[src/rtl/mc_ctrl_pkg.sv]
// Shared definitions for the multicycle processor control unit.
//   - state_t      : FSM state encodings (also exported on the debug state port)
//   - OP_*         : primary opcode values (IR[31:26]) the controller recognises
//   - ALUB_*       : alu_src_b select codes
//   - PCSRC_*      : pc_source select codes
//   - ALUOP_*      : alu_op codes
//   - waits_on_memory() : states that stall until mem_ready
package mc_ctrl_pkg;

  typedef enum logic [3:0] {
    S_FETCH  = 4'd0,
    S_DECODE = 4'd1,
    S_MEMADR = 4'd2,
    S_MEMRD  = 4'd3,
    S_MEMWB  = 4'd4,
    S_MEMWR  = 4'd5,
    S_EXEC   = 4'd6,
    S_RWB    = 4'd7,
    S_BRANCH = 4'd8,
    S_JUMP   = 4'd9,
    S_ADDIEX = 4'd10,
    S_ADDIWB = 4'd11,
    S_TRAP   = 4'd12
  } state_t;

  localparam logic [5:0] OP_RTYPE = 6'h00;
  localparam logic [5:0] OP_LW    = 6'h23;
  localparam logic [5:0] OP_SW    = 6'h2B;
  localparam logic [5:0] OP_BEQ   = 6'h04;
  localparam logic [5:0] OP_J     = 6'h02;
  localparam logic [5:0] OP_ADDI  = 6'h08;

  localparam logic [1:0] ALUB_B    = 2'd0;
  localparam logic [1:0] ALUB_FOUR = 2'd1;
  localparam logic [1:0] ALUB_IMM  = 2'd2;

  localparam logic [1:0] PCSRC_ALU    = 2'd0;
  localparam logic [1:0] PCSRC_ALUOUT = 2'd1;
  localparam logic [1:0] PCSRC_JUMP   = 2'd2;

  localparam logic [1:0] ALUOP_ADD   = 2'd0;
  localparam logic [1:0] ALUOP_SUB   = 2'd1;
  localparam logic [1:0] ALUOP_FUNCT = 2'd2;

  // Memory-access states hold in place until the memory reports completion.
  function automatic logic waits_on_memory(input logic [3:0] s);
    return (s == S_FETCH) || (s == S_MEMRD) || (s == S_MEMWR);
  endfunction

endpackage

[src/rtl/mc_ctrl_decode.sv]
// Combinational control-word decode for the multicycle controller.
// Inputs : state (current FSM state, 13-15 decode to all-zero),
//          mem_ready (memory completes this cycle), zero (ALU zero flag).
// Outputs: every datapath control line; anything not driven by a state is 0.
module mc_ctrl_decode
  import mc_ctrl_pkg::*;
(
  input  logic [3:0] state,
  input  logic       mem_ready,
  input  logic       zero,
  output logic       pc_en,
  output logic       iord,
  output logic       mem_read,
  output logic       mem_write,
  output logic       ir_write,
  output logic       reg_dst,
  output logic       mem_to_reg,
  output logic       reg_write,
  output logic       alu_src_a,
  output logic [1:0] alu_src_b,
  output logic       imm_shift,
  output logic [1:0] alu_op,
  output logic [1:0] pc_source,
  output logic       illegal
);

  always_comb begin
    pc_en      = 1'b0;
    iord       = 1'b0;
    mem_read   = 1'b0;
    mem_write  = 1'b0;
    ir_write   = 1'b0;
    reg_dst    = 1'b0;
    mem_to_reg = 1'b0;
    reg_write  = 1'b0;
    alu_src_a  = 1'b0;
    alu_src_b  = ALUB_B;
    imm_shift  = 1'b0;
    alu_op     = ALUOP_ADD;
    pc_source  = PCSRC_ALU;
    illegal    = 1'b0;
    case (state)
      S_FETCH: begin
        // PC+4 is computed every fetch cycle but only committed, together
        // with the IR, in the cycle the instruction word actually arrives.
        mem_read  = 1'b1;
        alu_src_b = ALUB_FOUR;
        ir_write  = mem_ready;
        pc_en     = mem_ready;
      end
      S_DECODE: begin
        // Speculative branch target (PC + imm<<2) into ALUOut.
        alu_src_b = ALUB_IMM;
        imm_shift = 1'b1;
      end
      S_MEMADR: begin
        alu_src_a = 1'b1;
        alu_src_b = ALUB_IMM;
      end
      S_MEMRD: begin
        mem_read = 1'b1;
        iord     = 1'b1;
      end
      S_MEMWB: begin
        reg_write  = 1'b1;
        mem_to_reg = 1'b1;
      end
      S_MEMWR: begin
        mem_write = 1'b1;
        iord      = 1'b1;
      end
      S_EXEC: begin
        alu_src_a = 1'b1;
        alu_op    = ALUOP_FUNCT;
      end
      S_RWB: begin
        reg_write = 1'b1;
        reg_dst   = 1'b1;
      end
      S_BRANCH: begin
        alu_src_a = 1'b1;
        alu_op    = ALUOP_SUB;
        pc_source = PCSRC_ALUOUT;
        pc_en     = zero;
      end
      S_JUMP: begin
        pc_source = PCSRC_JUMP;
        pc_en     = 1'b1;
      end
      S_ADDIEX: begin
        alu_src_a = 1'b1;
        alu_src_b = ALUB_IMM;
      end
      S_ADDIWB: begin
        reg_write = 1'b1;
      end
      S_TRAP: begin
        illegal = 1'b1;
      end
      default: ;
    endcase
  end

endmodule

[src/rtl/multicycle_ctrl.sv]
// Multicycle MIPS-style control unit: state register and next-state logic.
// Inputs : clk, reset (sync, active-high), opcode (IR[31:26]),
//          zero (ALU zero flag), mem_ready (memory completes this cycle).
// Outputs: datapath controls (see mc_ctrl_decode), illegal (TRAP entry
//          pulse), state (debug view of the current FSM state).
// Parameter TRAP_ON_ILLEGAL: unknown opcodes go to TRAP (1) or FETCH (0).
module multicycle_ctrl
  import mc_ctrl_pkg::*;
#(
  parameter bit TRAP_ON_ILLEGAL = 1'b1
) (
  input  logic       clk,
  input  logic       reset,
  input  logic [5:0] opcode,
  input  logic       zero,
  input  logic       mem_ready,
  output logic       pc_en,
  output logic       iord,
  output logic       mem_read,
  output logic       mem_write,
  output logic       ir_write,
  output logic       reg_dst,
  output logic       mem_to_reg,
  output logic       reg_write,
  output logic       alu_src_a,
  output logic [1:0] alu_src_b,
  output logic       imm_shift,
  output logic [1:0] alu_op,
  output logic [1:0] pc_source,
  output logic       illegal,
  output logic [3:0] state
);

  // Held as raw bits so the unused codes 13-15 remain representable and
  // are steered back to FETCH by the default arm below.
  logic [3:0] state_reg;
  logic [3:0] state_next;

  logic pc_en_dec, mem_read_dec, mem_write_dec;
  logic ir_write_dec, reg_write_dec, illegal_dec;

  always_ff @(posedge clk) begin
    if (reset) state_reg <= S_FETCH;
    else       state_reg <= state_next;
  end

  always_comb begin
    state_next = S_FETCH;
    case (state_reg)
      S_FETCH:  state_next = S_DECODE;
      S_DECODE: begin
        case (opcode)
          OP_RTYPE:     state_next = S_EXEC;
          OP_LW, OP_SW: state_next = S_MEMADR;
          OP_BEQ:       state_next = S_BRANCH;
          OP_J:         state_next = S_JUMP;
          OP_ADDI:      state_next = S_ADDIEX;
          default:      state_next = TRAP_ON_ILLEGAL ? S_TRAP : S_FETCH;
        endcase
      end
      // Only lw/sw reach MEMADR, so anything other than lw is a store.
      S_MEMADR: state_next = (opcode == OP_LW) ? S_MEMRD : S_MEMWR;
      S_MEMRD:  state_next = S_MEMWB;
      S_MEMWB:  state_next = S_FETCH;
      S_MEMWR:  state_next = S_FETCH;
      S_EXEC:   state_next = S_RWB;
      S_RWB:    state_next = S_FETCH;
      S_BRANCH: state_next = S_FETCH;
      S_JUMP:   state_next = S_FETCH;
      S_ADDIEX: state_next = S_ADDIWB;
      S_ADDIWB: state_next = S_FETCH;
      S_TRAP:   state_next = S_FETCH;
      default:  state_next = S_FETCH;
    endcase
    if (waits_on_memory(state_reg) && !mem_ready) state_next = state_reg;
  end

  mc_ctrl_decode u_decode (
    .state      (state_reg),
    .mem_ready  (mem_ready),
    .zero       (zero),
    .pc_en      (pc_en_dec),
    .iord       (iord),
    .mem_read   (mem_read_dec),
    .mem_write  (mem_write_dec),
    .ir_write   (ir_write_dec),
    .reg_dst    (reg_dst),
    .mem_to_reg (mem_to_reg),
    .reg_write  (reg_write_dec),
    .alu_src_a  (alu_src_a),
    .alu_src_b  (alu_src_b),
    .imm_shift  (imm_shift),
    .alu_op     (alu_op),
    .pc_source  (pc_source),
    .illegal    (illegal_dec)
  );

  // Architectural side effects are suppressed in the same cycle reset is
  // seen, so an abandoned memory access never reaches the bus.
  assign pc_en     = pc_en_dec     & ~reset;
  assign mem_read  = mem_read_dec  & ~reset;
  assign mem_write = mem_write_dec & ~reset;
  assign ir_write  = ir_write_dec  & ~reset;
  assign reg_write = reg_write_dec & ~reset;
  assign illegal   = illegal_dec   & ~reset;
  assign state     = state_reg;

endmodule

[config.mk]
export PLATFORM = sky130hd
export DESIGN_NAME = multicycle_ctrl
export DESIGN_NICKNAME = d
export VERILOG_FILES = /design/src/rtl/mc_ctrl_pkg.sv /design/src/rtl/mc_ctrl_decode.sv /design/src/rtl/multicycle_ctrl.sv
export SDC_FILE = /design/constraint.sdc
export NUM_CORES = 1
export LEC_CHECK = 0
export ABC_AREA = 1
export BUFFER_PORTS_ARGS = -buffer_cell sky130_fd_sc_hd__buf_2
export CORE_MARGIN = 5
export CORE_UTILIZATION = 45
export CTS_CLUSTER_DIAMETER = 60
export DETAILED_ROUTE_END_ITERATION = 10
export PLACE_DENSITY = 0.9
export SYNTH_ARGS = -nofsm -noshare
export SYNTH_HDL_FRONTEND = slang
export SYNTH_HIERARCHICAL = 1
export SYNTH_SLANG_ARGS = --single-unit
[constraint.sdc]
create_clock -name clk -period 2.2 [get_ports clk]
set_clock_uncertainty 0.15 [all_clocks]
set_input_delay 0.11 -clock clk [delete_from_list [all_inputs] [get_ports clk]]
set_output_delay 0.11 -clock clk [all_outputs]
set_load 0.02 [all_outputs]
---- Yosys cells after proc, flatten, opt, wreduce, memory -nomap -nowiden ----
Cells that the tools add are included.
storage, ports and cells
  register bits ........................... 4
  input bits .............................. 10
  output and inout port bits .............. 21
  word-level logic and storage cells ...... 54
operators by class
  equal/unequal tests ..................... 17
  mux-type cells .......................... 17
  bitwise logic cells ..................... 7
  reduce and logical (&&, ||, !) cells .... 12
operator list
  kind                                                 number
  one-hot mux 4 bit (6 select lines)                   1
  equality test 4 bit, second input constant           5
  one-hot mux 4 bit (5 select lines)                   1
  equality test 4 x 3 -> 1 bit, second input constant  4
  equality test 6 bit, second input constant           2
  one-hot mux 2 bit (2 select lines)                   3
  two-way mux 1 bit                                    10
  equality test 4 x 2 -> 1 bit, second input constant  2
  AND 1 bit                                            6
  equality test 6 x 2 -> 1 bit, second input constant  1
  equality test 6 x 3 -> 1 bit, second input constant  1
  equality test 6 x 4 -> 1 bit, second input constant  1
  zero test 6 bit                                      1
  OR reduction 2 bit                                   3
  OR reduction 3 bit                                   2
  equality test 4 x 1 -> 1 bit, second input constant  1
  zero test 4 bit                                      1
  OR reduction 4 bit                                   1
  two-way mux 3 bit                                    1
  one-hot mux 1 bit (3 select lines)                   1
  logical OR 1 bit                                     2
  logical AND 1 bit                                    1
  zero test 1 bit                                      1
  inverter 1 bit                                       1

---- Logic depth before layout (Yosys ltp) ----
Gate-level depths: netlist of run 1.
  word-level depth ........................ 4
  depth in mapped cells ................... 8
  depth with buffers taken out ............ 8

---- Hierarchy ----
Netlist of run 1, hierarchy kept.
modules (own cells, without submodules)
  module           times used  cells each  area each (um2)  seq. area each (um2)
  multicycle_ctrl  1           89          473.0            80.1
  mc_ctrl_decode   1           41          186.4            0.0

---- Worst setup path before layout of run 1 ----
OpenSTA, ideal clock, no wires.
  path type ............................... reg-to-output
  from .................................... register state_reg[3] (netlist: state[3])
  to ...................................... output pc_source[0]
  data arrival time ....................... 1.333 ns
  required time ........................... 1.940 ns
  path slack .............................. 0.607 ns
  cell stages (with the launch flop) ...... 6
  path buffers ............................ 1
  cells stage by stage .................... dfxtp_1 > inv_2 > nor2_2 > inv_1 > nor2_1 > buf_4
on the way
  cells in the longest elaborated chain, start to end .. 2
  elaborated cells on any way between the ends .. 3
  those cells by class .................... eq/ne (2); mux (1)
RTL lines
  element                                 line                   source
  start, declared                         multicycle_ctrl.sv:36  logic [3:0] state_reg;
  start signal, assigned                  multicycle_ctrl.sv:44  else state_reg <= state_next;
  equality test 4 bit                     mc_ctrl_decode.sv:42   case (state)
  one-hot mux 2 bit (2 select lines) (*)  mc_ctrl_decode.sv:42
  end, declared                           multicycle_ctrl.sv:29  output logic [1:0] pc_source,
Every way passes the cells marked *; elsewhere a longest branch is shown, timed or not.

---- Final worst setup path of run 1 ----
  from .................................... register state_reg[0] (netlist: state[0])
  to ...................................... output reg_write
on the way
  cells in the longest elaborated chain, start to end .. 4
  elaborated cells on any way between the ends .. 6
  those cells by class .................... eq/ne (3); mux (1); bitwise (1); reduce/logical (1)
RTL lines
  element                                                                     line                    source
  equality test 4 x 3 -> 1 bit / equality test 4 bit (equally long branches)  mc_ctrl_decode.sv:42
  OR reduction 3 bit (no line) (*)                                            n/a
  two-way mux 1 bit (*)                                                       mc_ctrl_decode.sv:42
  net reg_write_dec                                                           multicycle_ctrl.sv:40   logic ir_write_dec, reg_write_dec, illegal_dec;
  AND 1 bit (*)                                                               multicycle_ctrl.sv:104  assign reg_write = reg_write_dec & ~reset;
  end, declared                                                               multicycle_ctrl.sv:24   output logic reg_write,
Mark *: on every way through the listed nets, which the timed path passes. The rest lies on a longest branch.

==> impl_metrics.toml, run 1 <==
[status]
status = "finished, final reports clean"

[timing]
finalMaxSlewViolations = 0
report.final.setup_viol = 0
setup_repair_after_global_routing_missed_its_margin = "false"
timing.hold.ws_ns = 0.02283
worst_slew_pin_slew_ns = 0.4350
max_clk_rate_mhz = 587.7
timing.final.hold_violations = 0
totalNegativeSetupSlack_ns = 0
max_slew_margin_pct = 70.96
final_period_minus_worst_setup_slack_ns = 1.702
final.period_utilization_pct = 77.34

[logic_synthesis]
register_bit_count_reported_by_yosys = 4
postSynthCellCount = 130
avgSynthCellArea_sq_um = 5.072
yosysUniqueCellTypes = 21
synth_top_cell_by_area = "sky130_fd_sc_hd__inv_1"
syn_nets = 140
synth.area.top_cells = "sky130_fd_sc_hd__inv_1, sky130_fd_sc_hd__nand2_1, sky130_fd_sc_hd__nor2_1, sky130_fd_sc_hd__dfxtp_1, sky130_fd_sc_hd__nand3_1"
synth_top_cell_area_share_pct = 14.80
seq_area_frac_synth_pct = 12.14
netlist_area_sq_um = 659.4
yosysWarnings = 6

[global_routing]
first_global_vias = 786
pin_count_of_the_biggest_net_entering_global_routing = 11
first_pass_grt_wire_length_mm = 2.898
grt.total_usage_pct = 16.67
antenna_found_initial = 0
grt-ovfl-total = 0

[critical_path]
worst_setup_path_category = "reg2out"
path_cells = "nand2_2, clkinv_1, nand3_1, o21ai_2, inv_1, nor2_1, buf_2"
worst-endpoint-arrival_ns = 1.44
crit_required_ns = 1.94
worst_path_max_delay_cell = "sky130_fd_sc_hd__dfxtp_1"
worst_setup_path_end_kind = "output pin"
worst-path-max-fanout = 10
crit_path_max_incr_delay_ns = 0.58
setup.worst_path.start_class = "flip-flop"
r2r_slack_ns = 0.67

[placement]
placed_cells = 173
placement_stage_cell_area_sq_um = 817.0
post-dp-hpwl_mm = 1.530
port_buffers = 30
place_congestion = 0.8742

[clocking]
holdBufCountCts = 0
clk_path_buf_depth = 2
htree_levels = 1
cts.reportedPaths.clkPinSlew_ns = 0.04
numClockSinks = 4
setup_repair_bufs_after_cts = 0
numCtsBuffers = 3
clock_latency_reported_for_the_late_side_of_the_worst_skew_pair_ns = 0.23
cts.repair.resized = 0
cts_tree = "built"
root_buffer = "sky130_fd_sc_hd__clkbuf_4"

[routing]
route.antenna.remaining_nets = 0
routedWlPerCell_microns = 9.881
drc = 0
detailedRoute.firstPassIterationCount = 4
route.vias.total = 861
dr.first_iter.drc_count = 21
route.detailed.vias_per_inst = 4.892
routed_wl_mm = 1.739

[pwr]
power.leakage_nw = 0.5187
vdd_drop_max_uv = 374.6
cellPowerDensity_nw_per_um2 = 838.1

[finish]
final_cell_count_no_fill = 176
drive_gt1_share_pct = 32.92
final_cell_area_sq_um = 839.6
largest_register_ffs = 4
multi_input_area_sq_um = 447.9
areaGrowthSynthToFinish_pct = 27.32
layout.area.seq_sq_um = 80.08
num-fill-cells = 132
nNetsFinal = 173
antenna-diode-count = 0

[die]
coreArea_sq_um = 1350
die_w_microns = 48.28
core.rowCount = 13
chipHeight_microns = 48.28
die_area_sq_um = 2331
io_pins = 31
initial_utilization_pct = 48.84

[run]
maxCapViolations = 0

[hold_path]
timing.hold.worst.class = "in2reg"
[power breakdown]
group	total, mW	switching [mW]	internal (mW)
clock network	0.0899	0.0290	0.0610
registers	0.137	0.0487	0.0885
logic	0.477	0.321	0.156
total	0.704	0.399	0.305
[synth_stat cells]
master                     instances
sky130_fd_sc_hd__nor2_1           24
sky130_fd_sc_hd__clkbuf_1          1
sky130_fd_sc_hd__dfxtp_1           4
sky130_fd_sc_hd__nand2_2           3
sky130_fd_sc_hd__clkinv_1          1
sky130_fd_sc_hd__o22ai_1           1
sky130_fd_sc_hd__a21oi_1           3
sky130_fd_sc_hd__nand4_1           2
sky130_fd_sc_hd__inv_2             5
sky130_fd_sc_hd__nor2_2            5
sky130_fd_sc_hd__and2_1            1
sky130_fd_sc_hd__buf_4             1
sky130_fd_sc_hd__o211ai_2          1
sky130_fd_sc_hd__o21ai_1           2
sky130_fd_sc_hd__inv_1            26
sky130_fd_sc_hd__o21ai_2           2
sky130_fd_sc_hd__nand2_1          26
sky130_fd_sc_hd__a21oi_2           2
sky130_fd_sc_hd__nand3_1          16
sky130_fd_sc_hd__o21ai_0           2
sky130_fd_sc_hd__nor2_4            2
[layout by cell type, fill, tap and decap left out, drive strengths merged]
cell type	instances
o21ai	6
buf	30
nand2	29
clkinv	1
o211ai	1
clkbuf	3
nand3	16
dfxtp	4
nor2	31
nand4	2
o22ai	1
and2	1
inv	31
a21oi	5
[path summary, 6_finish.rpt]
check,start,end,cells after the start
max,state[0],reg_write,7
min reg2reg,state[2],state[2],2
min,reset,state[0],2
max reg2reg,state[1],state[2],8
[per-layer routing]
metal,GRT usage (%),routed length (microns),up-vias
li1,-,-,464
met1,18.38,721,369
met2,32.81,865,28
met3,3.690,152,0
met4,1.613,0,0
met5,0,0,-
[worst max-delay path: cells and delay by family (launching register included)]
| kind | cells | cell delay (ns) |
|---|---|---|
| compound gates | 1 | 0.07 |
| simple gates | 3 | 0.28 |
| flops | 1 | 0.58 |
| buf+inv | 3 | 0.28 |
[area by class of cell]
type	instances	area share, %
repair buffers	30	17.88
flip-flops and latches	4	9.538
inverters	32	14.31
clock buffers	3	2.683
multi-input cells	92	53.35
well taps	15	2.235
[through the flow]
stage,utilization (%),setup slack [ns],power [mW]
after floorplan,-,0.6074,0.4873
after global placement,60.52,0.6913,0.6012
after detailed placement,60.52,0.6700,0.6156
after CTS,62.19,0.4913,0.7063
after global routing,62.19,0.3757,0.7786
final,62.19,0.4984,0.7036
[cells by family after synthesis]
kind of cell | count (synthesis) | synth area share [%]
DFF | 4 | 12.14
buffers and inverters | 34 | 19.92
AOI/OAI and AO/OA | 13 | 13.47
and+or+nand+nor | 79 | 54.46
No activity file was read; power rests on OpenSTA's default activity.
==> run 2: changes to the inputs <==
--- a/config.mk
+++ b/config.mk
@@ -5,10 +5,10 @@
 export SDC_FILE = /design/constraint.sdc
 export NUM_CORES = 1
 export LEC_CHECK = 0
-export ABC_AREA = 1
+export ABC_AREA = 0
 export BUFFER_PORTS_ARGS = -buffer_cell sky130_fd_sc_hd__buf_2
 export CORE_MARGIN = 5
-export CORE_UTILIZATION = 45
+export CORE_UTILIZATION = 44
 export CTS_CLUSTER_DIAMETER = 60
 export DETAILED_ROUTE_END_ITERATION = 10
 export PLACE_DENSITY = 0.9
==> constraint.sdc (replaced) <==
create_clock -name clk -period 1.7 [get_ports clk]
set_clock_uncertainty 0.15 [all_clocks]
set_input_delay 0.085 -clock clk [delete_from_list [all_inputs] [get_ports clk]]
set_output_delay 0.085 -clock clk [all_outputs]
set_load 0.02 [all_outputs]
==> impl_metrics.toml, run 2 <==
[status]
status = "complete, but fails checks"
failing_checks = "negative setup slack"

[global_routing]
grt-ovfl-total = 0
first_global_vias = 707
antenna_found_initial = 0
pin_count_of_the_biggest_net_entering_global_routing = 14
grt.total_usage_pct = 17.77
first_pass_grt_wire_length_mm = 2.829

[pwr]
power.leakage_nw = 0.4510
post-layout-total-power_mw = 0.5417
vdd_drop_max_uv = 280.8
cellPowerDensity_nw_per_um2 = 575.7

[placement]
place_congestion = 0.8888
placed_cells = 131
placement_stage_cell_area_sq_um = 815.8
post-dp-hpwl_mm = 1.293
port_buffers = 30
preCtsSetupSlack_ns = 0.1139

[finish]
largest_register_ffs = 4
final_cell_count_no_fill = 141
final_cell_area_sq_um = 940.9
nNetsFinal = 138
num-fill-cells = 101
layout_common_cells = "sky130_fd_sc_hd__buf_2, sky130_fd_sc_hd__buf_4, sky130_fd_sc_hd__nor2b_1, sky130_fd_sc_hd__nor2_1, sky130_fd_sc_hd__nor3_1"
areaGrowthSynthToFinish_pct = 56.34
drive_gt1_share_pct = 48.41
antenna-diode-count = 0
final_common_cell = "sky130_fd_sc_hd__buf_2"

[routing]
routedWlPerCell_microns = 13.10
routed_wl_mm = 1.847
route.detailed.vias_per_inst = 5.553
dr.first_iter.drc_count = 31
route.vias.total = 783
drc = 0
detailedRoute.firstPassIterationCount = 5
route.antenna.remaining_nets = 0

[logic_synthesis]
synth.top_cells.by_count = "sky130_fd_sc_hd__nor2b_1, sky130_fd_sc_hd__nor3_1, sky130_fd_sc_hd__nor2_1, sky130_fd_sc_hd__nand2b_1, sky130_fd_sc_hd__o21ai_0"
yosysUniqueCellTypes = 37
synth_edf_count = 0
synth_top_cell_by_area = "sky130_fd_sc_hd__dfxtp_1"
seq_area_frac_synth_pct = 13.31
asyncSetResetFlopFracSynth_pct = 0
avgSynthCellArea_sq_um = 7.080
netlist_area_sq_um = 601.8
ys_dominant_reg_cell = "sky130_fd_sc_hd__dfxtp_1"
synth.area.top_cells = "sky130_fd_sc_hd__dfxtp_1, sky130_fd_sc_hd__nor2b_1, sky130_fd_sc_hd__nor3_1, sky130_fd_sc_hd__nand2b_1, sky130_fd_sc_hd__nor2_1"
synth_top_cell_area_share_pct = 13.31
postSynthCellCount = 85
register_bit_count_reported_by_yosys = 4
syn_nets = 95
yosysWarnings = 6

[die]
core.rowCount = 13
die_w_microns = 46.99
chipHeight_microns = 46.99
die_area_sq_um = 2208
io_pins = 31
initial_utilization_pct = 46.25
coreArea_sq_um = 1301

[clocking]
htree_levels = 1
cts_tree = "built"
root_buffer = "sky130_fd_sc_hd__clkbuf_4"
clk_path_buf_depth = 2
numClockSinks = 4
clock_latency_reported_for_the_late_side_of_the_worst_skew_pair_ns = 0.24
numCtsBuffers = 3
cts.reportedPaths.clkPinSlew_ns = 0.04
holdBufCountCts = 0

[critical_path]
worst-endpoint-arrival_ns = 1.50
crit_required_ns = 1.46
worst_setup_path_category = "reg2out"
crit_path_start = "state[3]"
setup.worst_path.start_class = "flip-flop"
worst_setup_path_end_kind = "output pin"
worst-path-max-fanout = 5
worstReg2RegStart = "state[0]"

[timing]
max_clk_rate_mhz = 575.1
worst_slack_ns = -0.03891
timing.final.hold_violations = 0
final.period_utilization_pct = 102.3
report.final.setup_viol = 1
worst_slew_pin_slew_ns = 0.3585
finalMaxSlewViolations = 0
max_slew_margin_pct = 75.94
final_period_minus_worst_setup_slack_ns = 1.739
totalNegativeSetupSlack_ns = -0.03891
setup_repair_after_global_routing_missed_its_margin = "true"

[hold_path]
timing.hold.worst.class = "in2reg"
hold_path_startpoint = "opcode[4]"

[run]
maxCapViolations = 0
==> run 2: cell count changes after synthesis, sizes merged, moves of 4 or more <==
cell,previous run,this run
inv,31,2
nand2,29,3
nor2,31,7
nand3,16,0
nor2b,0,8
nor3,0,8
nand2b,0,6
buf,1,5
==> run 2: critical path, cell delays in order (launching register included) <==
cell and delay [ns]:
sky130_fd_sc_hd__dfxtp_4 0.35, sky130_fd_sc_hd__or3b_1 0.38, sky130_fd_sc_hd__a211oi_2 0.22, sky130_fd_sc_hd__nor2b_4 0.19, sky130_fd_sc_hd__buf_6 0.12
==> run 2: layout make-up <==
cell class / instances / area (sq um) / share of cell area (%)
Multi-Input combinational cell: 72 / 506.7 / 53.86
Timing Repair Buffer: 45 / 294.0 / 31.25
Sequential cell: 4 / 91.34 / 9.707
Clock buffer: 3 / 22.52 / 2.394
Tap cell: 15 / 18.77 / 1.995
Inverter: 2 / 7.507 / 0.7979
==> run 2: per-layer routing <==
metal	vias up	part of all wire (%)	track usage, %
met4	0	0.97	6.630
met3	4	13	5.364
met5	-	0	0
li1	396	-	-
met2	48	51	33.88
met1	335	35	17.81
==> run 2: logic make-up (layout without fill, tap and decap cells) <==
group / after synthesis / count (layout) / synth area share, %
buffers and inverters: 9 / 50 / 8.524
XOR/XNOR: 3 / 3 / 4.367
flip-flops: 4 / 4 / 13.31
multiplexers: 1 / 1 / 1.663
AO/OA/AOI/OAI: 24 / 24 / 27.24
AND/OR/NAND/NOR: 44 / 44 / 44.91
==> run 2: path summary, 6_finish.rpt <==
kind / to / slack, ns / cells after the start
hold reg to reg: state[3] / 0.47 / 2
setup reg to reg: state[2] / 0.20 / 5
hold / removal: state[2] / 0.02 / 3
setup / recovery: pc_en / -0.04 / 4
==> run 2: through the flow <==
| stage | util [%] | hold WS, ns |
|---|---|---|
| 6_report | 72.31 | 0.02462 |
| 5_1_grt | 72.31 | 0.01994 |
| 4_1_cts | 67.50 | 0.005385 |
| 3_5_place_dp | 62.69 | 0.2452 |
| 3_3_place_gp | 62.69 | 0.2467 |
| 2_1_floorplan | - | 0.1160 |
==> run 2: repair_timing <==
action	CTS	global route
pin swaps	0	1
buffers inserted	3	4
gates cloned	0	0
setup endpoints to repair	6	5
resized for setup	8	8
==> run 2: report_power, final <==
group          switching, mW  internal (mW)  total [mW]
logic                  0.163          0.141       0.305
registers             0.0121          0.102       0.114
clock network         0.0435         0.0793       0.123
total                  0.219          0.323       0.542
==> run 3: changes to the inputs <==
--- a/config.mk
+++ b/config.mk
@@ -5,12 +5,14 @@
 export SDC_FILE = /design/constraint.sdc
 export NUM_CORES = 1
 export LEC_CHECK = 0
-export ABC_AREA = 0
+export ABC_AREA = 1
 export BUFFER_PORTS_ARGS = -buffer_cell sky130_fd_sc_hd__buf_2
+export CAP_MARGIN = 30
 export CORE_MARGIN = 5
-export CORE_UTILIZATION = 44
+export CORE_UTILIZATION = 45
 export CTS_CLUSTER_DIAMETER = 60
 export DETAILED_ROUTE_END_ITERATION = 10
+export MAX_ROUTING_LAYER = met4
 export PLACE_DENSITY = 0.9
 export SYNTH_ARGS = -nofsm -noshare
 export SYNTH_HDL_FRONTEND = slang
==> impl_metrics.toml, run 3 (synthesis results as in run 1) <==
[status]
status = "finished, final reports clean"

[timing]
finalMaxSlewViolations = 0
totalNegativeSetupSlack_ns = 0
final_period_minus_worst_setup_slack_ns = 1.550
worst_slew_pin_slew_ns = 0.2545
timing.hold.ws_ns = 0.02150
max_slew_margin_pct = 83.03
report.final.setup_viol = 0
final.period_utilization_pct = 91.20
setup_repair_after_global_routing_missed_its_margin = "false"
max_clk_rate_mhz = 645.0
timing.final.hold_violations = 0
worst_slack_ns = 0.1495

[routing]
drc = 0
route.antenna.remaining_nets = 0
routed_wl_mm = 1.826
routedWlPerCell_microns = 10.32
dr.first_iter.drc_count = 21
route.vias.total = 887
detailedRoute.firstPassIterationCount = 5
route.detailed.vias_per_inst = 5.011

[finish]
final_common_cell = "sky130_fd_sc_hd__buf_2"
layout_common_cells = "sky130_fd_sc_hd__buf_2, sky130_fd_sc_hd__inv_1, sky130_fd_sc_hd__nand2_1"
final_core_utilization_pct = 63.30
largest_register_ffs = 4
final_cell_count_no_fill = 177
areaGrowthSynthToFinish_pct = 29.60
nNetsFinal = 174
antenna-diode-count = 0
drive_gt1_share_pct = 35.19
final_cell_area_sq_um = 854.6

[pwr]
post-layout-total-power_mw = 0.9249
power.leakage_nw = 0.5245
cellPowerDensity_nw_per_um2 = 1082
vdd_drop_max_uv = 438.3

[run]
maxCapViolations = 0

[critical_path]
worst_setup_path_end_kind = "output pin"
worst-path-max-fanout = 10
setup.worst_path.start_class = "flip-flop"
worst-endpoint-arrival_ns = 1.32
worst_setup_path_category = "reg2out"
crit_required_ns = 1.46

[global_routing]
first_pass_grt_wire_length_mm = 2.898
grt.total_usage_pct = 17.89
first_global_vias = 743
met3_usage_pct = 4.797
antenna_found_initial = 0
grt-ovfl-total = 0
busiest_layer = "met2"
met2_usage_pct = 30.21
pin_count_of_the_biggest_net_entering_global_routing = 11
use_met1_pct = 19.96

[clocking]
numClockSinks = 4
cts.reportedPaths.clkPinSlew_ns = 0.04
root_buffer = "sky130_fd_sc_hd__clkbuf_4"
numCtsBuffers = 3
htree_levels = 1
clock_latency_reported_for_the_late_side_of_the_worst_skew_pair_ns = 0.23
cts_tree = "built"
clk_path_buf_depth = 2

[hold_path]
timing.hold.worst.class = "in2reg"

[die]
die_w_microns = 48.28
chipHeight_microns = 48.28
io_pins = 31
coreArea_sq_um = 1350
initial_utilization_pct = 48.84
die_area_sq_um = 2331
core.rowCount = 13

[placement]
post-dp-hpwl_mm = 1.543
port_buffers = 30
placed_cells = 173
placement_stage_cell_area_sq_um = 817.0
place_congestion = 0.8841
preCtsSetupSlack_ns = 0.1541
[run 3: critical path, stage by stage (launching register included)]
cell and delay [ns]:
sky130_fd_sc_hd__dfxtp_2 0.47, sky130_fd_sc_hd__nand2_2 0.09, sky130_fd_sc_hd__clkinv_1 0.07, sky130_fd_sc_hd__nand3_1 0.08, sky130_fd_sc_hd__o21ai_2 0.07, sky130_fd_sc_hd__inv_1 0.05
sky130_fd_sc_hd__nor2_1 0.09, sky130_fd_sc_hd__buf_2 0.17
[run 3: worst paths after layout]
| check | from | slack (ns) | end | depth (start not counted) |
|---|---|---|---|---|
| max | state[0] | 0.15 | reg_write | 7 |
| min | mem_ready | 0.02 | state[0] | 4 |
| max reg2reg | state[1] | 0.27 | state[1] | 8 |
| min reg2reg | state[2] | 0.43 | state[2] | 2 |
[run 3: timing repair]
action | 4_1_cts | 5_1_grt
buffers inserted | 0 | 0
resized for setup | 2 | 2
endpoints found under the hold margin | 2 | 0
gates cloned | 0 | 0
pin swaps | 0 | 0
hold buffers | 1 | 0
endpoints found under the setup margin | 1 | 6
[run 3: power breakdown]
part / internal (mW) / leakage (nW) / switching, mW / total [mW]
registers: 0.119 / 0.0344 / 0.0642 / 0.184
clock network: 0.0789 / 0.0138 / 0.0378 / 0.117
logic: 0.203 / 0.476 / 0.421 / 0.625
total: 0.401 / 0.525 / 0.523 / 0.925
[run 3: layout make-up]
type	instances	area (sq um)
sequential	4	85.08
tap	15	18.77
inverter	32	120.1
fill	146	495.5
clock buffer	3	22.52
timing repair buffer	31	160.2
multi-input combinational	92	447.9
[run 3: metal layers]
layer / up-vias / wire length (microns)
met4: 0 / 0
met1: 386 / 707
met3: 0 / 201
met5: - / 0
li1: 460 / -
met2: 41 / 917
